<file path="src/rtl/regfile_burst_master.sv">
// Burst master moving 64-bit beats between a stream interface and a 32-entry register file.
// One command either writes a burst of registers or reads one back as a handshaked stream.
module regfile_burst_master (
    input  logic        clk,
    input  logic        reset,
    input  logic        cmd_valid,
    output logic        cmd_ready,
    input  logic        cmd_write,
    input  logic [4:0]  cmd_base,
    input  logic [5:0]  cmd_count,
    input  logic        wr_valid,
    output logic        wr_ready,
    input  logic [63:0] wr_data,
    output logic        rd_valid,
    input  logic        rd_ready,
    output logic [63:0] rd_data,
    output logic        rd_last,
    output logic        done,
    output logic        RegWrite,
    output logic [4:0]  WriteRegister,
    output logic [63:0] WriteData,
    output logic [4:0]  ReadRegister1,
    input  logic [63:0] ReadData1
);

    typedef enum logic [1:0] {
        ST_IDLE  = 2'd0,
        ST_WRITE = 2'd1,
        ST_READ  = 2'd2
    } state_t;

    state_t      state_q, state_d;
    logic [4:0]  addr_q, addr_d;
    logic [5:0]  remaining_q, remaining_d;
    logic        reg_write_q, reg_write_d;
    logic [4:0]  write_register_q, write_register_d;
    logic [63:0] write_data_q, write_data_d;
    logic        rd_valid_q, rd_valid_d;
    logic [63:0] rd_data_q, rd_data_d;
    logic        rd_last_q, rd_last_d;
    logic        done_q, done_d;

    // State and output registers, cleared synchronously.
    always_ff @(posedge clk) begin
        if (reset) begin
            state_q          <= ST_IDLE;
            addr_q           <= 5'd0;
            remaining_q      <= 6'd0;
            reg_write_q      <= 1'b0;
            write_register_q <= 5'd0;
            write_data_q     <= 64'd0;
            rd_valid_q       <= 1'b0;
            rd_data_q        <= 64'd0;
            rd_last_q        <= 1'b0;
            done_q           <= 1'b0;
        end else begin
            state_q          <= state_d;
            addr_q           <= addr_d;
            remaining_q      <= remaining_d;
            reg_write_q      <= reg_write_d;
            write_register_q <= write_register_d;
            write_data_q     <= write_data_d;
            rd_valid_q       <= rd_valid_d;
            rd_data_q        <= rd_data_d;
            rd_last_q        <= rd_last_d;
            done_q           <= done_d;
        end
    end

    // Next-state logic for command acceptance, write beats and read beats.
    always_comb begin
        state_d          = state_q;
        addr_d           = addr_q;
        remaining_d      = remaining_q;
        reg_write_d      = 1'b0;
        write_register_d = write_register_q;
        write_data_d     = write_data_q;
        rd_valid_d       = rd_valid_q;
        rd_data_d        = rd_data_q;
        rd_last_d        = rd_last_q;
        done_d           = 1'b0;

        case (state_q)
            ST_IDLE: begin
                if (cmd_valid) begin
                    addr_d      = cmd_base;
                    remaining_d = cmd_count;
                    if (cmd_count == 6'd0) begin
                        done_d = 1'b1;
                    end else if (cmd_write) begin
                        state_d = ST_WRITE;
                    end else begin
                        state_d = ST_READ;
                    end
                end else begin
                    state_d = ST_IDLE;
                end
            end
            ST_WRITE: begin
                if (wr_valid) begin
                    reg_write_d      = 1'b1;
                    write_register_d = addr_q;
                    write_data_d     = wr_data;
                    addr_d           = addr_q + 5'd1;
                    remaining_d      = remaining_q - 6'd1;
                    if (remaining_q == 6'd1) begin
                        state_d = ST_IDLE;
                        done_d  = 1'b1;
                    end else begin
                        state_d = ST_WRITE;
                    end
                end else begin
                    state_d = ST_WRITE;
                end
            end
            ST_READ: begin
                // Retire the presented beat first; a new capture below may refill the slot.
                if (rd_valid_q && rd_ready) begin
                    rd_valid_d = 1'b0;
                    rd_last_d  = 1'b0;
                    if (rd_last_q) begin
                        state_d = ST_IDLE;
                        done_d  = 1'b1;
                    end else begin
                        state_d = ST_READ;
                    end
                end else begin
                    state_d = ST_READ;
                end
                if ((remaining_q != 6'd0) && (!rd_valid_q || rd_ready)) begin
                    rd_valid_d  = 1'b1;
                    rd_data_d   = ReadData1;
                    rd_last_d   = (remaining_q == 6'd1);
                    addr_d      = addr_q + 5'd1;
                    remaining_d = remaining_q - 6'd1;
                end else begin
                    remaining_d = remaining_q;
                end
            end
            default: begin
                state_d = ST_IDLE;
            end
        endcase
    end

    assign cmd_ready     = (state_q == ST_IDLE);
    assign wr_ready      = (state_q == ST_WRITE);
    assign ReadRegister1 = (state_q == ST_READ) ? addr_q : 5'd0;
    assign RegWrite      = reg_write_q;
    assign WriteRegister = write_register_q;
    assign WriteData     = write_data_q;
    assign rd_valid      = rd_valid_q;
    assign rd_data       = rd_data_q;
    assign rd_last       = rd_last_q;
    assign done          = done_q;

endmodule

</file>
<file path="config.mk">
export PLATFORM = sky130hd
export DESIGN_NAME = regfile_burst_master
export DESIGN_NICKNAME = d
export VERILOG_FILES = /design/src/rtl/regfile_burst_master.sv
export SDC_FILE = /design/constraint.sdc
export NUM_CORES = 1
export LEC_CHECK = 0
export CORE_MARGIN = 2
export CORE_UTILIZATION = 44
export CTS_BUF_LIST = sky130_fd_sc_hd__clkbuf_4
export CTS_CLUSTER_SIZE = 8
export DETAILED_ROUTE_END_ITERATION = 16
export PLACE_DENSITY = 0.94
export SETUP_SLACK_MARGIN = 0.2
export SKIP_LAST_GASP = 1
export SLEW_MARGIN = 20
export SYNTH_ARGS = -nofsm -noshare
export SYNTH_HDL_FRONTEND = slang
export SYNTH_SLANG_ARGS = --single-unit
</file>
<file path="constraint.sdc">
create_clock -name clk -period 3.3 [get_ports clk]
set_clock_uncertainty 0.05 [all_clocks]
set_input_delay 0.825 -clock clk [delete_from_list [all_inputs] [get_ports clk]]
set_output_delay 0.825 -clock clk [all_outputs]
set_load 0.1 [all_outputs]
</file>
==> results by stage <==
Clock tree:
- The longest clock path from root to sink contains 2 buffers.
- Buffers inserted during clock tree synthesis total 17.
- The clock net sink count is 150.
- The count of hold buffers inserted by post-cts repair is 0.
- The setup fix buffers added after clock tree synthesis is 0.
- The CTS tree is built.
- The clock-pin transition on the worst setup and hold timing paths is 0.13 ns.
- The clock reaches the later pin of the worst-skew pair after 0.57 ns.
- In this run, post-CTS repair resized a total of 0 instances.
- The count of H-tree levels built during CTS is 4.
- The root cell of the clock tree is sky130_fd_sc_hd__clkbuf_4.

Drt:
- In the routed layout, each cell is associated on average with a via count of 5.074.
- For this block, the routed nets add up to ~18000 um of wire.
- The via total after detailed routing is approximately 5900.
- The iteration count of the initial detailed-routing pass is 4.
- For this block, the initial DRC count from the detailed router was about 530.
- The wire length per cell is 15.02 um.
- The number of nets with antenna violations after routing is 0.
- The remaining design rule violation count is 0.

Global route:
- The number of global-route vias before repair is 5648.
- The remaining global-route overflow is 0.
- The number of antenna violations at the first check in global routing is 1.
- The largest net degree at the start of global routing is 66.
- The most crowded layer after global routing is met2.
- For this run, the total global-route usage over all layers was measured as between 20% and 30%.
- The met2 track demand over resource is 42.69%.
- In the global route stage, met3 resource usage came out at approximately an eighth.
- The global-route wire length before repair is between 20000 and 30000 um.
- The met1 global-route usage is about a quarter.

STA:
- The actual transition at the worst max-transition pin is 0.8976 ns.
- The worst path uses between 80% and 90% of the clock period.
- The final period demand of the worst path is 2.843 ns.
- The number of max-slew violations in the final report is 0.
- The number of hold violations in the final report came to 0.
- Setup repair after global routing left no endpoint under its margin.
- The maximum achievable frequency is 0.3517 GHz.
- For the final routed database, the setup TNS stands at 0 ns.
- The worst slew margin relative to its limit is 39.87%.
- Setup violations remaining at the end of the flow were counted as 0.
- The final worst hold slack is about 0.41 ns.

Placement:
- The number of cells in the design after placement is ~1100.
- The last weighted congestion value of the routability-driven placer is around 0.88.
- The post-DP HPWL is 12720 um.
- Port buffering added around 290 buffers.

Die:
- The floorplan has ~40 rows.
- The effective utilization at floorplan is between 40 and 50%.
- The die area is ~14000 um^2.
- For this design the top-level I/O count stands at ~290.
- The core area is between 10000 and 15000 um^2.
- The die is 117.6 um tall.
- In this run the horizontal extent of the chip is about 120 um.

Yosys:
- In this run the biggest area consumer among cell types represents between 50 and 60% of the synthesized area.
- In the post-synthesis netlist, the cell with the most instances is sky130_fd_sc_hd__nand2_1.
- The number of nets in the synthesized netlist is 870.
- The prevailing post-synth register cell is sky130_fd_sc_hd__dfxtp_1.
- Ranked by total cell area, the synthesized netlist is headed by sky130_fd_sc_hd__dfxtp_1 (53%), sky130_fd_sc_hd__nand2_1 (18%), sky130_fd_sc_hd__a21oi_1 (13%).
- The number of synthesized register bits is 150.
- The part of the Yosys area used for sequential elements is between 50% and 60%.
- The number of distinct standard cells referenced by the synthesized netlist is 38.
- The netlist area before placement is approximately 5700 um^2.
- The number of cells produced by synthesis is roughly 720.
- The number of warnings issued by yosys is 0.
- The synthesized area divided by synthesized cell count is a little under 8 um^2.
- The async set-reset flop share out of synthesis is 0%.
- The largest total area in the synthesized netlist belongs to sky130_fd_sc_hd__dfxtp_1.
- By count the netlist is led by sky130_fd_sc_hd__nand2_1 (272), sky130_fd_sc_hd__dfxtp_1 (150), sky130_fd_sc_hd__a21oi_1 (149), sky130_fd_sc_hd__clkbuf_1 (37), sky130_fd_sc_hd__nand3_1 (14).
- In this run, synthesis inferred 0 flip-flops with an integrated enable.

Hold path:
- The min-delay analysis places its worst path in the category flop to flop.

Cells and area:
- The synthesis-to-layout area growth is 51.74%.
- The final instance count without filler cells is about 1200.
- Of the cells placed in the final design, the portion with a size suffix greater than 1 is 19.50%.
- Measured on the finished design, the core utilization comes to between 60% and 70%.
- The final-stage net count is about 1100.

Worst setup path:
- The critical path data required time is 2.42 ns.
- STA classifies the critical path startpoint as a flop.
- The type of the setup path with the least slack is flop to primary output.
- Of all nets on the critical path, the largest fanout is 13.
- The endpoint arrival time on the critical path is 1.97 ns.
- The worst setup path is captured at a primary output.

Status:
- The flow ran to the end, and the final reports show no timing, DRC or antenna violations.

Power and ir drop:
- The maximum ir drop on the vdd rail is ~0.40 mV.
- The power density over cell area is just over 500 nW/um^2.
- The leakage power total is 3.384 nW.
- After layout, the design draws a total of roughly 4.4 mW.

Run:
- Across the run, the number of max-cap violations was 0.
[cells by family after synthesis]
kind of cell / share of synthesized area (%)
AOI/OAI and AO/OA: 17.12
adders and majority gates: 1.763
buffers and inverters: 4.628
DFF: 52.89
muxes: 0.3746
and+or+nand+nor: 23.23
[metal layers]
layer | up-vias | wire (um) | part of all wire [%]
met1 | 2718 | 6570 | 37
met3 | 44 | 1832 | 10
met2 | 267 | 8573 | 49
met4 | 0 | 563 | 3.2
li1 | 2897 | - | -
met5 | - | 0 | 0
[through the flow]
stage | area [um^2] | setup WS, ns
3_3_place_gp | 8319 | 0.6146
3_5_place_dp | 8319 | 0.5573
2_1_floorplan | 5678 | 0.8062
4_1_cts | 8613 | 0.4117
5_1_grt | 8616 | 0.2958
6_report | 8616 | 0.4567
[worst paths after layout]
| path | from | to | slack, ns | cells after the start |
|---|---|---|---|---|
| worst min-delay path | rd_data[55]$_SDFFE_PP0P_ | rd_data[55]$_SDFFE_PP0P_ | 0.41 | 2 |
| worst min register to register | rd_data[55]$_SDFFE_PP0P_ | rd_data[55]$_SDFFE_PP0P_ | 0.41 | 2 |
| worst max-delay path | state_q[0]$_SDFFE_PP0P_ | ReadRegister1[0] | 0.46 | 4 |
| worst max register to register | remaining_q[3]$_SDFFE_PP0P_ | rd_data[33]$_SDFFE_PP0P_ | 0.91 | 5 |
[cell type report]
type,instances,area (um^2)
multi-input combinational,509,2425
clock inverter,14,158.9
antenna,1,2.502
tap,172,215.2
inverter,7,26.28
sequential,150,3003
fill,1007,4004
timing repair buffer,297,2650
clock buffer,18,135.1
[cell usage in the layout (no fill, tap or decap), types with 2 or more instances in the layout]
cell type and n:
sky130_fd_sc_hd__nand2_1 271, sky130_fd_sc_hd__dfxtp_1 150, sky130_fd_sc_hd__a21oi_1 149, sky130_fd_sc_hd__buf_4 149, sky130_fd_sc_hd__clkdlybuf4s50_1 143, sky130_fd_sc_hd__clkbuf_4 18, sky130_fd_sc_hd__nand3_1 14, sky130_fd_sc_hd__o31ai_1 9
sky130_fd_sc_hd__ha_1 8, sky130_fd_sc_hd__inv_1 7, sky130_fd_sc_hd__and2_1 7, sky130_fd_sc_hd__nor2_1 7, sky130_fd_sc_hd__buf_12 5, sky130_fd_sc_hd__nor2b_1 4, sky130_fd_sc_hd__or3_1 4, sky130_fd_sc_hd__clkinv_2 4
sky130_fd_sc_hd__nand2b_1 3, sky130_fd_sc_hd__a31oi_1 3, sky130_fd_sc_hd__a211oi_1 3, sky130_fd_sc_hd__o2bb2ai_1 3, sky130_fd_sc_hd__bufinv_16 3, sky130_fd_sc_hd__or4_1 2, sky130_fd_sc_hd__nor4_2 2, sky130_fd_sc_hd__nor3_1 2
sky130_fd_sc_hd__clkinv_4 2, sky130_fd_sc_hd__clkinv_1 2, sky130_fd_sc_hd__clkinvlp_4 2
[report_power, final]
part	total, mW	internal (mW)	switching (mW)
sequential	1.98	1.91	0.0711
combinational	1.29	0.390	0.895
clock	1.18	0.527	0.653
[critical path, cell delays in order, from the launching register on]
cell	delay, ns
sky130_fd_sc_hd__dfxtp_1	0.37
sky130_fd_sc_hd__inv_1	0.09
sky130_fd_sc_hd__ha_1	0.47
sky130_fd_sc_hd__and2_1	0.20
sky130_fd_sc_hd__buf_4	0.28
[state kept, by name, summed over array words and instances, names as in the netlist]
name and flops:
rd_data 64, remaining_q 6, RegWrite 1, WriteData 64, rd_last 1, state_q 2
WriteRegister 5, addr_q 5, done 1, rd_valid 1
(Power assumes the default switching activity.)
